## config.mk

```make
export PLATFORM = sky130hd
export DESIGN_NAME = sequence_generator_110110
export DESIGN_NICKNAME = d
export VERILOG_FILES = /design/src/rtl/sequence_generator_110110.sv
export SDC_FILE = /design/constraint.sdc
export NUM_CORES = 1
export LEC_CHECK = 0
export ABC_AREA = 1
export CORE_ASPECT_RATIO = 0.75
export CORE_MARGIN = 2
export CORE_UTILIZATION = 60
export CTS_BUF_LIST = sky130_fd_sc_hd__clkbuf_16
export DETAILED_ROUTE_END_ITERATION = 16
export PLACE_DENSITY = 0.89
export SKIP_LAST_GASP = 1
export SLEW_MARGIN = 20
export SYNTH_ARGS = -nofsm -noshare
export SYNTH_HDL_FRONTEND = slang
export SYNTH_SLANG_ARGS = --single-unit
```

## constraint.sdc

```tcl
create_clock -name clk -period 3.8 [get_ports clk]
set_clock_uncertainty 0.2 [all_clocks]
set_input_delay 0.57 -clock clk [delete_from_list [all_inputs] [get_ports clk]]
set_output_delay 0.57 -clock clk [all_outputs]
set_load 0.02 [all_outputs]
```

## src/rtl/sequence_generator_110110.sv

```systemverilog
`default_nettype none
// ============================================================================
//  Module      : sequence_generator_110110
//  Description : Serial pattern transmitter. On a start request it sends a
//                programmable number of bursts of PATTERN (MSB first) on a
//                1-bit serial line. Bursts are separated by a programmable
//                idle gap. A per-bit valid qualifier marks pattern bits, and
//                start/busy/done handshake the transfer.
//  Revision    : 1.0 - initial release
// ----------------------------------------------------------------------------
//  Ports
//    clk         in   1      rising-edge clock, single clock domain
//    reset_n     in   1      asynchronous active-low reset
//    start       in   1      transfer request, sampled only in IDLE
//    abort       in   1      synchronous cancel, returns to IDLE without done
//    rpt_cnt     in   RPT_W  number of bursts (0 behaves as 1), latched at start
//    gap_len     in   GAP_W  idle cycles between bursts, latched at start
//    dout        out  1      serial data, 0 whenever dout_valid is 0
//    dout_valid  out  1      high on every cycle carrying a pattern bit
//    busy        out  1      high while sending bursts or gaps
//    done        out  1      one-cycle pulse after the last bit of the last burst
// ============================================================================
module sequence_generator_110110 #(
    parameter int                 PAT_LEN = 6,
    parameter logic [PAT_LEN-1:0] PATTERN = 6'b110110,
    parameter int                 RPT_W   = 4,
    parameter int                 GAP_W   = 4
) (
    input  logic             clk,
    input  logic             reset_n,
    input  logic             start,
    input  logic             abort,
    input  logic [RPT_W-1:0] rpt_cnt,
    input  logic [GAP_W-1:0] gap_len,
    output logic             dout,
    output logic             dout_valid,
    output logic             busy,
    output logic             done
);

    // Bit index width: enough to address PAT_LEN-1 down to 0.
    localparam int                 c_IDX_W   = (PAT_LEN > 1) ? $clog2(PAT_LEN) : 1;
    localparam logic [c_IDX_W-1:0] c_MSB_IDX = c_IDX_W'(PAT_LEN - 1);
    localparam logic [RPT_W-1:0]   c_RPT_ONE = RPT_W'(1);
    localparam logic [GAP_W-1:0]   c_GAP_ONE = GAP_W'(1);

    typedef enum logic [1:0] {
        ST_IDLE = 2'd0,
        ST_SEND = 2'd1,
        ST_GAP  = 2'd2,
        ST_DONE = 2'd3
    } state_t;

    // ------------------------------------------------------------------------
    // State and counters
    // ------------------------------------------------------------------------
    state_t             r_state;
    logic [c_IDX_W-1:0] r_bit_idx;     // index of the bit currently on the line
    logic [RPT_W-1:0]   r_burst_left;  // bursts remaining, including the current one
    logic [GAP_W-1:0]   r_gap_left;    // gap cycles remaining, including the current one
    logic [GAP_W-1:0]   r_gap_len;     // gap length latched at start

    // Registered outputs
    logic               r_dout;
    logic               r_dout_valid;
    logic               r_busy;
    logic               r_done;

    // Next-state values
    state_t             w_state_nxt;
    logic [c_IDX_W-1:0] w_bit_idx_nxt;
    logic [RPT_W-1:0]   w_burst_left_nxt;
    logic [GAP_W-1:0]   w_gap_left_nxt;
    logic [GAP_W-1:0]   w_gap_len_nxt;
    logic               w_dout_nxt;
    logic               w_dout_valid_nxt;
    logic               w_busy_nxt;
    logic               w_done_nxt;

    // Set when the next cycle carries a pattern bit; w_emit_idx selects it.
    logic               w_emit;
    logic [c_IDX_W-1:0] w_emit_idx;

    // ------------------------------------------------------------------------
    // Next-state and next-output logic
    // ------------------------------------------------------------------------
    always_comb begin
        w_state_nxt      = r_state;
        w_bit_idx_nxt    = r_bit_idx;
        w_burst_left_nxt = r_burst_left;
        w_gap_left_nxt   = r_gap_left;
        w_gap_len_nxt    = r_gap_len;
        w_emit           = 1'b0;
        w_emit_idx       = c_MSB_IDX;
        w_busy_nxt       = 1'b0;
        w_done_nxt       = 1'b0;

        if (abort) begin
            // Cancel from any state: quiet outputs next cycle, no done pulse.
            w_state_nxt      = ST_IDLE;
            w_bit_idx_nxt    = '0;
            w_burst_left_nxt = '0;
            w_gap_left_nxt   = '0;
        end else begin
            case (r_state)
                ST_IDLE: begin
                    if (start) begin
                        // A zero repeat count still sends one burst.
                        w_burst_left_nxt = (rpt_cnt == '0) ? c_RPT_ONE : rpt_cnt;
                        w_gap_len_nxt    = gap_len;
                        w_state_nxt      = ST_SEND;
                        w_bit_idx_nxt    = c_MSB_IDX;
                        w_emit           = 1'b1;
                        w_emit_idx       = c_MSB_IDX;
                    end
                end

                ST_SEND: begin
                    if (r_bit_idx != '0) begin
                        w_bit_idx_nxt = r_bit_idx - c_IDX_W'(1);
                        w_emit        = 1'b1;
                        w_emit_idx    = r_bit_idx - c_IDX_W'(1);
                    end else if (r_burst_left > c_RPT_ONE) begin
                        w_burst_left_nxt = r_burst_left - c_RPT_ONE;
                        if (r_gap_len != '0) begin
                            w_state_nxt    = ST_GAP;
                            w_gap_left_nxt = r_gap_len;
                            w_busy_nxt     = 1'b1;
                        end else begin
                            // Back-to-back: next burst's MSB follows with no bubble.
                            w_bit_idx_nxt = c_MSB_IDX;
                            w_emit        = 1'b1;
                            w_emit_idx    = c_MSB_IDX;
                        end
                    end else begin
                        w_state_nxt = ST_DONE;
                        w_done_nxt  = 1'b1;
                    end
                end

                ST_GAP: begin
                    if (r_gap_left <= c_GAP_ONE) begin
                        w_state_nxt   = ST_SEND;
                        w_bit_idx_nxt = c_MSB_IDX;
                        w_emit        = 1'b1;
                        w_emit_idx    = c_MSB_IDX;
                    end else begin
                        w_gap_left_nxt = r_gap_left - c_GAP_ONE;
                        w_busy_nxt     = 1'b1;
                    end
                end

                ST_DONE: begin
                    // start is deliberately not sampled here.
                    w_state_nxt = ST_IDLE;
                end

                default: begin
                    w_state_nxt = ST_IDLE;
                end
            endcase
        end

        // Data is forced low whenever no pattern bit is being sent.
        w_dout_nxt       = w_emit ? PATTERN[w_emit_idx] : 1'b0;
        w_dout_valid_nxt = w_emit;
        if (w_emit) begin
            w_busy_nxt = 1'b1;
        end
    end

    // ------------------------------------------------------------------------
    // State, counter and output registers
    // ------------------------------------------------------------------------
    always_ff @(posedge clk or negedge reset_n) begin
        if (!reset_n) begin
            r_state      <= ST_IDLE;
            r_bit_idx    <= '0;
            r_burst_left <= '0;
            r_gap_left   <= '0;
            r_gap_len    <= '0;
            r_dout       <= 1'b0;
            r_dout_valid <= 1'b0;
            r_busy       <= 1'b0;
            r_done       <= 1'b0;
        end else begin
            r_state      <= w_state_nxt;
            r_bit_idx    <= w_bit_idx_nxt;
            r_burst_left <= w_burst_left_nxt;
            r_gap_left   <= w_gap_left_nxt;
            r_gap_len    <= w_gap_len_nxt;
            r_dout       <= w_dout_nxt;
            r_dout_valid <= w_dout_valid_nxt;
            r_busy       <= w_busy_nxt;
            r_done       <= w_done_nxt;
        end
    end

    assign dout       = r_dout;
    assign dout_valid = r_dout_valid;
    assign busy       = r_busy;
    assign done       = r_done;

endmodule
`default_nettype wire

```

==> impl_metrics.env <==
export IMPL_port_buffer_count=15
export IMPL_syn_nets=219
export IMPL_wl_per_cell_microns=13.5
export IMPL_endpoint_kind="flop"
export IMPL_period_share_pct=60.2
export IMPL_synthXorXnorAreaFrac_pct=0
export IMPL_ff2ff_path_depth=8
export IMPL_drive_gt1_share_pct=13.1
export IMPL_synth_top_family_by_area="simple AND/OR/NAND/NOR gates"
export IMPL_hold_violations=0
export IMPL_grt_max_degree=22
export IMPL_die_area_sq_um=2850
export IMPL_start_util_pct=63.4
export IMPL_grtUsageTotal_pct=25.8
export IMPL_critPathLaunchType="input pin"
export IMPL_layout_min_cycle_time_ns=2.29
export IMPL_cts_resized=0
export IMPL_max_slew_margin_pct=38.7
export IMPL_r2r_slack_ns=1.59
export IMPL_die_x_microns=61.0
export IMPL_grt_first_pass_wirelength_microns=5400
export IMPL_dr_total_vias=1364
export IMPL_power_w=0.00140
export IMPL_status="complete, no violations"
export IMPL_synth_warnings=0
export IMPL_path_class="in2reg"
export IMPL_ir_drop_v=0.000666
export IMPL_netlist_area_sq_um=1460
export IMPL_finalSetupViolCount=0
export IMPL_cts_sinks=21
export IMPL_critPathCapture="r_gap_len[1]"
export IMPL_synthMuxAreaShare_pct=3.08
export IMPL_cp_arrival_ns=2.22
export IMPL_min_from="r_bit_idx[1]"
export IMPL_fillers=186
export IMPL_postCtsSetupRepairBufs=0
export IMPL_synthFlopType="dfrtp_1"
export IMPL_detail_route_antenna_nets=0
export IMPL_grt_pass1_vias=1205
export IMPL_crit_required_ns=3.73
export IMPL_hold_path_class="reg2reg"
export IMPL_worst_path_largest_cell_delay_ns=0.81
export IMPL_fmax_ghz=0.437
export IMPL_report_final_slew_viol_count=0
export IMPL_r2r_end="r_gap_left[1]"
export IMPL_diodes=0
export IMPL_pin_count=16
export IMPL_gr_total_overflow=0
export IMPL_synth_edff_count=0
export IMPL_gp_congestion=0.876
export IMPL_layout_nets=235
export IMPL_cap_violations=0
export IMPL_ys_types=23
export IMPL_drt_iter0_markers=90
export IMPL_routed_wl_microns=3340
export IMPL_grt_setup_unrepaired="false"
export IMPL_p_leak_nw=0.884
export IMPL_synthToLayoutAreaGrowth_pct=16.7
export IMPL_worstReg2RegStart="r_state[1]"
export IMPL_max_slew_worst_pin_slew_ns=0.916
export IMPL_syn_avg_cell_area_sq_um=7.36
export IMPL_rows=15
export IMPL_cts_tree="yes"
export IMPL_cts_buffers=3
export IMPL_fin_setup_tns_ns=0
export IMPL_drc=0
export IMPL_synth_compound_area_share_pct=7.95
export IMPL_crit_start="abort"
export IMPL_ctsHtreeMaxLevel=1
export IMPL_critical_path_max_fanout=13
export IMPL_ys_ff_latch=21
export IMPL_yosys_area_share_adder_pct=6.84
export IMPL_cp_cell_sequence="clkdlybuf4s50_1 > inv_2 > nand2_1 > mux2_2"
export IMPL_synth_cells=199
export IMPL_core_area_sq_um=2310
export IMPL_final_util_pct=74.0
export IMPL_clk_insertion_delay_late_ns=0.25
export IMPL_hpwlAfterDp_microns=2450
export IMPL_slowest_stage="clkdlybuf4s50_1"
export IMPL_viasPerCell=5.50
export IMPL_path_clk_slew_ns=0.06
export IMPL_final_cell_mix="47 x nand2_1, 27 x inv_1, 23 x nand3_1"
export IMPL_layout_cells_most_common="nand2_1"
export IMPL_antenna_found_initial=0
export IMPL_synthSimpleGateAreaFrac_pct=36.3
export IMPL_cts_hold_fix_buffers=0
export IMPL_die_height_microns=46.8
export IMPL_firstDrtPassIters=5
export IMPL_ys_async_sr_fraction_pct=100
export IMPL_power_density_nw_per_um2=819
export IMPL_clockRootBuffer="clkbuf_16"
export IMPL_seq_area_frac_synth_pct=35.9
export IMPL_cts_buffer_depth=2
-- layer usage --
layer,global-route usage [%],wire (microns),up-vias
met3,4.96,311,10
met2,43.4,1530,70
met5,0,0,-
met1,35.2,1420,614
li1,-,-,670
met4,5.65,75,0
-- metrics by stage --
stage,worst slack [ns],hold slack (ns),instance area (sq um),instances
after floorplan,2.20,0.0744,1460,199
after global placement,1.38,0.309,1630,244
after detailed placement,1.26,0.315,1630,244
after CTS,1.53,0.326,1710,248
after global routing,1.43,0.366,1710,248
final,1.51,0.330,1710,248
-- cells in the mapped netlist, types with 3 or more instances --
master / instances / share of area (%)
a21oi_1: 5 / 1.7
o21ai_1: 5 / 1.7
nor2_1: 19 / 4.9
nand2_1: 47 / 12
inv_1: 27 / 6.9
ha_1: 8 / 6.8
nand4_1: 5 / 2.1
dfrtp_1: 21 / 36
mux2_2: 4 / 3.1
nor2_4: 4 / 3.1
nor2_2: 3 / 1.3
inv_2: 4 / 1.0
o21ai_0: 7 / 2.4
nand2_2: 5 / 2.1
nand3_1: 23 / 7.9
-- report_power, final --
group,switching (W),internal (W)
clock,0.0000764,0.000141
sequential,0.0000816,0.000320
combinational,0.000500,0.000280
total,0.000658,0.000741
-- worst min-delay path by stage --
stage                   endpoint  slack, ns  cells after the start
floorplan                   busy       0.07                      0
global placement      r_state[1]       0.31                      2
detailed placement  r_bit_idx[1]       0.31                      2
CTS                 r_bit_idx[1]       0.33                      2
global route        r_bit_idx[1]       0.37                      2
finish              r_bit_idx[1]       0.33                      2
-- logic make-up (layout without fill, tap and decap cells) --
kind of cell | count (synthesis) | count (layout)
flops | 21 | 21
compound gates | 21 | 21
buf+inv | 35 | 50
fa+ha+maj | 8 | 8
simple gates | 110 | 110
mux | 4 | 4
-- state kept, by name, indices dropped and copies added, names as in the netlist --
signal,count
r_gap_left,4
dout,1
r_gap_len,4
r_state,2
dout_valid,1
r_bit_idx,3
r_burst_left,4
busy,1
done,1
-- worst max-delay path, delay by kind of cell --
kind / cells / cell delay (ns)
buf+inv: 2 / 1.05
mux: 1 / 0.37
simple gates: 1 / 0.23
-- area by class of cell --
class	instances	area (sq um)	area share [%]
repair buffers	15	150	8.79
multi-input cells	143	793	46.4
flip-flops and latches	21	526	30.8
clock buffers	3	75.1	4.40
inverters	31	116	6.81
well taps	34	42.5	2.49
clock inverters	1	5.00	0.293
Note: power is estimated with default switching activity, not from simulation.
